==> config.mk <==
export PLATFORM = sky130hd
export DESIGN_NAME = triangle_cull_fifo
export DESIGN_NICKNAME = d
export VERILOG_FILES = /design/src/rtl/triangle_cull_fifo.sv
export SDC_FILE = /design/constraint.sdc
export NUM_CORES = 2
export LEC_CHECK = 0
export BUFFER_PORTS_ARGS = -buffer_cell sky130_fd_sc_hd__buf_4
export CAP_MARGIN = 10
export CORE_MARGIN = 10
export CORE_UTILIZATION = 30
export CTS_BUF_LIST = sky130_fd_sc_hd__clkbuf_8
export DETAILED_ROUTE_END_ITERATION = 6
export GPL_ROUTABILITY_DRIVEN = 0
export PLACE_DENSITY_LB_ADDON = 0.08
export SLEW_MARGIN = 0
export SYNTH_ARGS = -nofsm -noshare
export SYNTH_HDL_FRONTEND = slang
export SYNTH_SLANG_ARGS = --single-unit
==> constraint.sdc <==
create_clock -name clk -period 23.8 [get_ports clk]
set_input_delay 1.19 -clock clk [delete_from_list [all_inputs] [get_ports clk]]
set_output_delay 1.19 -clock clk [all_outputs]
set_load 0.01 [all_outputs]
==> src/rtl/triangle_cull_fifo.sv <==
// triangle_cull_fifo
//
// Sits behind the projector. For each strobed triangle it computes a screen
// bounding box and a doubled signed area. It discards triangles that are off
// screen or have zero area. Surviving triangles are buffered, together with
// their clamped bbox, for the rasterizer. The projector cannot be stalled, so
// a push into a full buffer is dropped and counted.
//
// Ports
//   clk, rst          system clock, synchronous active-high reset
//   triangle_in       160-bit screen-space triangle word
//   new_triangle_in   one-cycle strobe qualifying triangle_in
//   done_in           one-cycle pulse: projector has issued the whole frame
//   tri_out/bbox_out  head entry of the buffer; zero while the buffer is empty
//   tri_valid         buffer non-empty
//   tri_ready         consumer takes the head when tri_valid && tri_ready
//   done_out          one-cycle pulse when the frame has fully drained
//   culled_count      saturating count of culled triangles
//   dropped_count     saturating count of triangles lost to a full buffer
//   overflow          sticky, set on the first drop
//
// Done FSM
//   state    | meaning
//   ---------+-----------------------------------------------------------
//   ST_IDLE  | frame in progress (or none); waits for done_in
//   ST_DRAIN | done seen; waits for the pipeline and buffer to empty, and
//            | pulses done_out in the first cycle both are empty

module triangle_cull_fifo #(
    parameter int WIDTH  = 1280,
    parameter int HEIGHT = 720,
    parameter int DEPTH  = 16
) (
    input  logic         clk,
    input  logic         rst,
    input  logic [159:0] triangle_in,
    input  logic         new_triangle_in,
    input  logic         done_in,
    output logic [159:0] tri_out,
    output logic [63:0]  bbox_out,
    output logic         tri_valid,
    input  logic         tri_ready,
    output logic         done_out,
    output logic [15:0]  culled_count,
    output logic [15:0]  dropped_count,
    output logic         overflow
);

    localparam int AW = $clog2(DEPTH);

    localparam logic signed [15:0] W_S    = 16'(WIDTH);
    localparam logic signed [15:0] H_S    = 16'(HEIGHT);
    localparam logic signed [15:0] XLAST  = 16'(WIDTH - 1);
    localparam logic signed [15:0] YLAST  = 16'(HEIGHT - 1);
    localparam logic [AW-1:0]      PTR_ONE = 1;
    localparam logic [AW:0]        CNT_ONE = 1;
    localparam logic [AW:0]        CNT_FULL = (AW+1)'(DEPTH);

    localparam logic [0:0] ST_IDLE  = 1'b0;
    localparam logic [0:0] ST_DRAIN = 1'b1;

    function automatic logic signed [15:0] min3(input logic signed [15:0] a,
                                                input logic signed [15:0] b,
                                                input logic signed [15:0] c);
        logic signed [15:0] m;
        m = (a < b) ? a : b;
        return (c < m) ? c : m;
    endfunction

    function automatic logic signed [15:0] max3(input logic signed [15:0] a,
                                                input logic signed [15:0] b,
                                                input logic signed [15:0] c);
        logic signed [15:0] m;
        m = (a > b) ? a : b;
        return (c > m) ? c : m;
    endfunction

    // ------------------------------------------------------------------
    // Stage 1: bbox extremes and edge vectors relative to p1
    // ------------------------------------------------------------------
    logic signed [15:0] p1x, p1y, p2x, p2y, p3x, p3y;
    logic signed [16:0] dx1_d, dy1_d, dx2_d, dy2_d;

    assign p1x = triangle_in[143:128];
    assign p1y = triangle_in[127:112];
    assign p2x = triangle_in[111:96];
    assign p2y = triangle_in[95:80];
    assign p3x = triangle_in[79:64];
    assign p3y = triangle_in[63:48];

    // Sign-extend by hand so the 17-bit differences never wrap.
    assign dx1_d = {p2x[15], p2x} - {p1x[15], p1x};
    assign dy1_d = {p2y[15], p2y} - {p1y[15], p1y};
    assign dx2_d = {p3x[15], p3x} - {p1x[15], p1x};
    assign dy2_d = {p3y[15], p3y} - {p1y[15], p1y};

    logic               s1_valid_q;
    logic [159:0]       s1_word_q;
    logic signed [15:0] s1_xmin_q, s1_xmax_q, s1_ymin_q, s1_ymax_q;
    logic signed [16:0] s1_dx1_q, s1_dy1_q, s1_dx2_q, s1_dy2_q;

    always_ff @(posedge clk) begin
        if (rst) s1_valid_q <= 1'b0;
        else     s1_valid_q <= new_triangle_in;
    end

    always_ff @(posedge clk) begin
        if (new_triangle_in) begin
            s1_word_q <= triangle_in;
            s1_xmin_q <= min3(p1x, p2x, p3x);
            s1_xmax_q <= max3(p1x, p2x, p3x);
            s1_ymin_q <= min3(p1y, p2y, p3y);
            s1_ymax_q <= max3(p1y, p2y, p3y);
            s1_dx1_q  <= dx1_d;
            s1_dy1_q  <= dy1_d;
            s1_dx2_q  <= dx2_d;
            s1_dy2_q  <= dy2_d;
        end
    end

    // ------------------------------------------------------------------
    // Stage 2: area, cull decision, clamp
    // ------------------------------------------------------------------
    logic signed [34:0] prod_a, prod_b, area2;
    logic               reject;
    logic               s2_keep_d, s2_cull_d;
    logic signed [15:0] cx_min, cy_min, cx_max, cy_max;

    assign prod_a = s1_dx1_q * s1_dy2_q;
    assign prod_b = s1_dx2_q * s1_dy1_q;
    assign area2  = prod_a - prod_b;

    assign reject = (s1_xmax_q < 16'sd0) || (s1_ymax_q < 16'sd0) ||
                    (s1_xmin_q >= W_S)   || (s1_ymin_q >= H_S)   ||
                    (area2 == 35'sd0);

    assign s2_keep_d = s1_valid_q && !reject;
    assign s2_cull_d = s1_valid_q && reject;

    // Survivors already satisfy xmax>=0 and xmin<WIDTH, so one-sided clamps suffice.
    assign cx_min = (s1_xmin_q < 16'sd0) ? 16'sd0 : s1_xmin_q;
    assign cy_min = (s1_ymin_q < 16'sd0) ? 16'sd0 : s1_ymin_q;
    assign cx_max = (s1_xmax_q > XLAST)  ? XLAST  : s1_xmax_q;
    assign cy_max = (s1_ymax_q > YLAST)  ? YLAST  : s1_ymax_q;

    logic         s2_keep_q, s2_cull_q;
    logic [159:0] s2_word_q;
    logic [63:0]  s2_bbox_q;

    always_ff @(posedge clk) begin
        if (rst) begin
            s2_keep_q <= 1'b0;
            s2_cull_q <= 1'b0;
        end else begin
            s2_keep_q <= s2_keep_d;
            s2_cull_q <= s2_cull_d;
        end
    end

    always_ff @(posedge clk) begin
        if (s1_valid_q) begin
            s2_word_q <= s1_word_q;
            s2_bbox_q <= {cx_min, cy_min, cx_max, cy_max};
        end
    end

    // ------------------------------------------------------------------
    // Stage 3: survivor buffer
    // ------------------------------------------------------------------
    logic [223:0]  mem_q [DEPTH];
    logic [AW-1:0] wr_ptr_q, rd_ptr_q;
    logic [AW:0]   count_q;
    logic          full, push, pop, wr_en, drop;
    logic [223:0]  head;

    assign full  = (count_q == CNT_FULL);
    assign push  = s2_keep_q;
    assign pop   = tri_valid && tri_ready;
    // When full, the popped slot is the one written, so a same-cycle pop frees it.
    assign wr_en = push && (!full || pop);
    assign drop  = push && full && !pop;

    always_ff @(posedge clk) begin
        if (wr_en) mem_q[wr_ptr_q] <= {s2_word_q, s2_bbox_q};
    end

    always_ff @(posedge clk) begin
        if (rst) begin
            wr_ptr_q <= '0;
            rd_ptr_q <= '0;
            count_q  <= '0;
        end else begin
            if (wr_en) wr_ptr_q <= wr_ptr_q + PTR_ONE;
            if (pop)   rd_ptr_q <= rd_ptr_q + PTR_ONE;
            if (wr_en && !pop)      count_q <= count_q + CNT_ONE;
            else if (!wr_en && pop) count_q <= count_q - CNT_ONE;
        end
    end

    assign tri_valid = (count_q != '0);
    assign head      = mem_q[rd_ptr_q];
    // Gate so the uninitialised storage never shows on the outputs.
    assign tri_out   = tri_valid ? head[223:64] : '0;
    assign bbox_out  = tri_valid ? head[63:0]   : '0;

    always_ff @(posedge clk) begin
        if (rst) begin
            culled_count  <= '0;
            dropped_count <= '0;
            overflow      <= 1'b0;
        end else begin
            if (s2_cull_q && culled_count != 16'hFFFF)
                culled_count <= culled_count + 16'd1;
            if (drop && dropped_count != 16'hFFFF)
                dropped_count <= dropped_count + 16'd1;
            if (drop)
                overflow <= 1'b1;
        end
    end

    // ------------------------------------------------------------------
    // Done FSM
    // ------------------------------------------------------------------
    logic [0:0] state_q, state_d;
    logic       drained;

    assign drained  = !s1_valid_q && !s2_keep_q && !s2_cull_q && (count_q == '0);
    assign done_out = (state_q == ST_DRAIN) && drained;

    always_comb begin
        state_d = state_q;
        case (state_q)
            ST_IDLE:  if (done_in) state_d = ST_DRAIN;
            ST_DRAIN: if (drained) state_d = ST_IDLE;
            default:  state_d = ST_IDLE;
        endcase
    end

    always_ff @(posedge clk) begin
        if (rst) state_q <= ST_IDLE;
        else     state_q <= state_d;
    end

endmodule

# Yosys cells after proc, flatten, opt, wreduce, memory -nomap -nowiden
# Memory sizes are Yosys's and may differ from the RTL's. A register that Yosys moved wholly into a read port is not among the register bits.
# Index checks and enable logic that the tools add are counted.
# Widths: inputs -> output; s select.
[totals]
reg_bits = 566
ramBits = 3584
output_inout_bits = 259
mem_count = 1
[mem_list]
columns = ["memory", "depth", "word_bits", "read_ports", "rd_ports_with_merged_regs", "write_ports", "line_no", "rtl"]
rows = [
  ["mem_q", 16, 224, 1, 1, 1, "170", "logic [223:0] mem_q [DEPTH];"],
]
[classes]
add_sub_neg = 11
n_mul = 2
magnitude_cmp = 16
eq_ne = 3
mux = 19
n_bitwise = 1
reduce_logical = 30
[ops]
columns = ["operator", "n"]
rows = [
  ["$mux 160", 1],
  ["$mux 16", 8],
  ["$mul 17x17->34", 2],
  ["$sub 16x16->17", 4],
  ["$gt 16x16->1", 4],
  ["$lt 16x1->1 const B", 4],
  ["$lt 16x16->1", 4],
  ["$mux 64", 1],
  ["$logic_not 35->1", 1],
  ["$sub 34x34->35", 1],
  ["$add 16x1->16 const B", 2],
  ["$ne 16x16->1 const B", 2],
  ["$ge 16x11->1 const B", 1],
  ["$ge 16x12->1 const B", 1],
  ["$gt 16x11->1 const B", 1],
  ["$gt 16x12->1 const B", 1],
  ["$logic_and 1x1->1", 14],
  ["$mux 5", 2],
  ["$add 4x1->4 const B", 2],
  ["$mux 4", 2],
  ["$logic_not 1->1", 7],
  ["$add 5x1->5 const B", 1],
  ["$eq 5x5->1 const B", 1],
  ["$logic_not 5->1", 1],
  ["other kinds (7)", 14],
]

# Logic depth before layout (Yosys ltp)
[depth]
word_depth = 8
depth_mapped = 29
mapped_depth_nobuf = 28

# Least setup slack after synthesis
# OpenSTA, ideal clock, no wires.
[synth_path]
path_kind = "input port to flip-flop"
start = "input tri_ready"
end = "memory mem_q[3][0], enable pin"
setup_ps = 1081
arrival_ps = 17070
required_time_ps = 22719
setup_slack_ps = 5649
cell_stages = 4
path_buffers = 0
path_cell_list = "inv_1 > a31oi_1 > nand2_1 > nor3_1"
[synth_between]
elab_chain_cells = 5
[synth_lines]
columns = ["item", "line_no", "rtl"]
rows = [
  ["from (decl)", "42", "input logic tri_ready,"],
  ["$logic_and 1x1->1", "178", "assign pop = tri_valid && tri_ready;"],
  ["$logic_or 1x1->1", "180", "assign wr_en = push && (!full || pop);"],
  ["$logic_and 1x1->1", "180", ""],
  ["named net wr_en", "173", "logic full, push, pop, wr_en, drop;"],
  ["$mux 1", "184", "if (wr_en) mem_q[wr_ptr_q] <= {s2_word_q, s2_bbox_q};"],
  ["$mux 1 (implied by the code)", "184", ""],
  ["to (decl)", "170", ""],
]
# The timed path passes the listed nets, and every way through them passes these cells.

# Worst setup path in the final report
[layout_path]
start = "register s1_dx1_q[16]"
end = "register s2_cull_q"
[layout_between]
elab_chain_cells = 5
[layout_lines]
columns = ["item", "line_no", "rtl"]
rows = [
  ["from (decl)", "100", "logic signed [16:0] s1_dx1_q, s1_dy1_q, s1_dx2_q, s1_dy2_q;"],
  ["from (signal assigned)", "114", "s1_dx1_q <= dx1_d;"],
  ["$mul 17x17->34", "129", "assign prod_a = s1_dx1_q * s1_dy2_q;"],
  ["$sub 34x34->35", "131", "assign area2 = prod_a - prod_b;"],
  ["$logic_not 35->1", "135", "(area2 == 35'sd0);"],
  ["$logic_or 1x1->1", "134", "(s1_xmin_q >= W_S) || (s1_ymin_q >= H_S) ||"],
  ["$logic_and 1x1->1", "138", "assign s2_cull_d = s1_valid_q && reject;"],
  ["to (signal assigned)", "156", "s2_cull_q <= s2_cull_d;"],
  ["to (decl)", "146", "logic s2_keep_q, s2_cull_q;"],
]
# No other way between the ends.
# A chain may end at the register's enable or synchronous reset.

==> results by group <==
Status
  • Status: finished clean

CTS
  • CTS max path bufs: 4
  • Clock Sinks: 4154
  • Cts bufs inserted: 741
  • CTS tree: done
  • Root buffer cell: clkbuf_8
  • Setup bufs post-CTS: 0
  • H-tree depth reported by CTS: 6
  • Clock Latency Late Sink: 1.31 ns
  • Clk slew on worst S/H paths: 0.06 ns

Worst setup path
  • R2r setup slk: 14.77 ns
  • Required time worst endpoint: 25.02 ns
  • Worst setup path class: reg -> reg
  • Peak fanout along the critical path: 17
  • CP Launch Type: flip-flop
  • R2r startpoint: s1_dx1_q[16]
  • Worst r2r path cells: 26
  • Reg2Reg Capture Point: s2_cull_q
  • Arrival @ worst endpoint: 10.25 ns
  • CP Capture Type: flip-flop

Die
  • Area of the core: 602000 µm²
  • Io pins: 424
  • Initial core utilization: 30.1%
  • Die X: 797 µm
  • Die ar.: 635000 µm²
  • Row cnt: 285
  • Die extent in y: 797 µm

Worst hold path
  • Worst Hold End: s1_word_q[117]
  • Worst hold start: triangle_in[117]
  • Hold Path Stages: 1
  • Hold Crit Class: in -> reg

Timing
  • Worst-Margin Slew: 1.18 ns
  • Fin Hold WS: 0.159 ns
  • Tmin final: 9.03 ns
  • Fin. Hold Viols: 0
  • Fmax: 0.111 GHz
  • Final setup violation count: 0
  • Rel. slew slack: 21.0%
  • Setup TNS Final: 0 ns
  • Part of the cycle the worst path needs: 38.0%
  • RSZ-0062 raised after global routing: false
  • Clock skew: 0.0905 ns
  • Slew Viols, Final: 0

Route
  • Via-to-Cell Ratio: 4.83
  • Routed Antenna Nets: 0
  • Initial DRC count: 7405
  • Via Count: 90100
  • Total Wirelength: 561 mm
  • Wirelength per Cell: 30.0 µm
  • DRC violations left: 0
  • Iteration count of the initial detailed-routing pass: 6

Synthesis
  • Yosys top cell area share: 68.0%
  • Synth async-reset ratio: 0%
  • Main flop type after synthesis: edfxtp_1
  • Syn avg cell area: 20.3 µm²
  • Mapped Cells: 8943
  • Library cells used by synthesis: 78
  • Synth area leader: edfxtp_1
  • Warnings, synthesis: 0
  • EDFF count, synth: 4100
  • FF+latch count, synth: 4154
  • Largest cells by area after synthesis: edfxtp_1 (68%), mux4_2 (14%), fa_1 (7.3%)
  • Most numerous cell in the Yosys netlist: edfxtp_1
  • Seq/Total Area, Yosys: 68.6%
  • Most frequent cells after synthesis: edfxtp_1 (4100), mux4_2 (1120), fa_1 (664)
  • Cell Area, Synth: 181000 µm²

Global routing
  • Initial antenna violation count: 65
  • Largest net degree at the start of global routing: 121
  • First-pass GRT wire length: 787 mm
  • Vias in the first global route: 99100
  • GRT Total Usage: 17.4%
  • Congestion Overflow GR: 0

Placed design
  • DP HPWL: 340 mm
  • Port bufs: 423

Finish
  • Area grow syn2layout: 15.5%
  • # fillers: 56500
  • Share of layout cells above drive strength 1: 25.5%
  • # nets final: 11100
  • Area of the multi-input gates: 53900 µm²
  • Area occupied by registers: 124000 µm²

Run
  • # Max-Cap Violations: 0
cells in the final DEF, fill, tap and decap left out, drive strengths merged, types with 12 or more instances in the layout:
master       Yosys  routed
edfxtp        4100    4100
clkinvlp         0      13
fa             664     664
inv            477     756
nand2b          33      33
and2           651     651
o21ai           67      67
a21o            33      33
and3            16      16
nand4           38      38
ha             290     290
a21oi          104     104
or2             19      19
bufinv           0      18
dlygate4sd3      0      77
diode            0      58
o21a            18      18
o31ai           14      14
nor2           157     157
nor2b           84      84
mux2i          115     115
dfxtp           54      54
nand2          204     204
xor2            42      42
xnor2           71      71
a21boi          12      12
nor3            30      30
mux4          1120    1120
nand3           31      31
clkbuf         315     745
clkinv           1     258
buf             60     612
or3             16      16
layer usage:
metal	vias up	global-route usage [%]	routed length, µm
met5	-	0	57
met4	8	3.84	11900
met3	716	2.68	27600
met2	2337	29.0	274000
met1	49600	24.0	247000
li1	37400	-	-
state kept, by name, summed over array words and instances (netlist names), 4 cells and up, named ones only:
name / flops
s1_dy1_q: 17
s1_dx2_q: 17
culled_count: 16
s2_word_q: 160
s1_dy2_q: 17
s1_ymin_q: 16
wr_ptr_q: 4
rd_ptr_q: 4
count_q: 5
s1_dx1_q: 17
s1_xmin_q: 16
mem_q: 3584
s1_xmax_q: 16
s1_ymax_q: 16
dropped_count: 16
s1_word_q: 160
s2_bbox_q: 64
cell type report:
| type | instances | area share, % |
|---|---|---|
| multi-input cells | 3937 | 25.8 |
| clock inverters | 567 | 1.53 |
| clock buffers | 744 | 4.90 |
| diodes | 58 | 0.0694 |
| well taps | 8036 | 4.81 |
| inverters | 478 | 0.858 |
| flip-flops and latches | 4154 | 59.4 |
| repair buffers | 690 | 2.68 |
how the worst max path moves through the flow:
stage | startpoint | to | cells past startpoint
2_1_floorplan | tri_ready | mem_q[3][0] | 4
3_3_place_gp | s1_dy2_q[16] | s2_cull_q | 24
3_5_place_dp | s1_dy2_q[16] | s2_cull_q | 24
4_1_cts | flip-flop | tri_out[150] | 9
5_1_grt | flip-flop | tri_out[150] | 9
6_report | s1_dx1_q[16] | s2_cull_q | 26
repair_timing:
item | in CTS | in global routing
hold buffers | 77 | 0
endpoints found under the hold margin | 78 | 0
gates resized for setup | 0 | 0
critical path, cell delays in order, from the launching register on:
cell and delay, ns:
edfxtp_1 0.77, nand2_1 0.20, inv_1 0.17, fa_1 0.43, inv_1 0.26, fa_1 0.53, inv_1 0.11, fa_1 0.49
inv_1 0.42, fa_1 0.53, fa_1 0.50, fa_1 0.57, fa_1 0.44, fa_1 0.51, inv_1 0.05, ha_1 0.43
inv_1 0.13, a32oi_1 0.20, nand3_1 0.11, nor4_1 0.45, o2111ai_1 0.17, nor4_1 0.23, nand4_1 0.14, nor4_1 0.41
nand4_1 0.21, o41ai_2 0.29, and3b_1 0.21
cell families (layout without fill, tap and decap cells):
| kind of cell | after synthesis | after routing | synth area share [%] |
|---|---|---|---|
| DFF | 4154 | 4154 | 68.6 |
| and+or+nand+nor | 1301 | 1301 | 3.97 |
| muxes | 1240 | 1240 | 14.6 |
| adders and majority gates | 954 | 954 | 9.34 |
| buffers and inverters | 853 | 2479 | 1.78 |
| AOI/OAI and AO/OA | 327 | 327 | 1.21 |
| xor gates and xnor gates | 113 | 113 | 0.546 |
| other | 1 | 60 | 0.00207 |
through the flow:
step                      instances  utilization, %  setup slack (ns)  cell area (µm²)
final                         18700            34.7             14.77           209000
after global placement        17200            32.3             14.68           195000
after global routing          18600            34.7             13.99           209000
after detailed placement      17200            32.3             14.42           195000
after CTS                     18600            34.7             14.30           209000
after floorplan                8944               -              5.65           181000
Power is not shown: default switching activity piles up to over one toggle a cycle in this logic, so the estimate is an artifact.
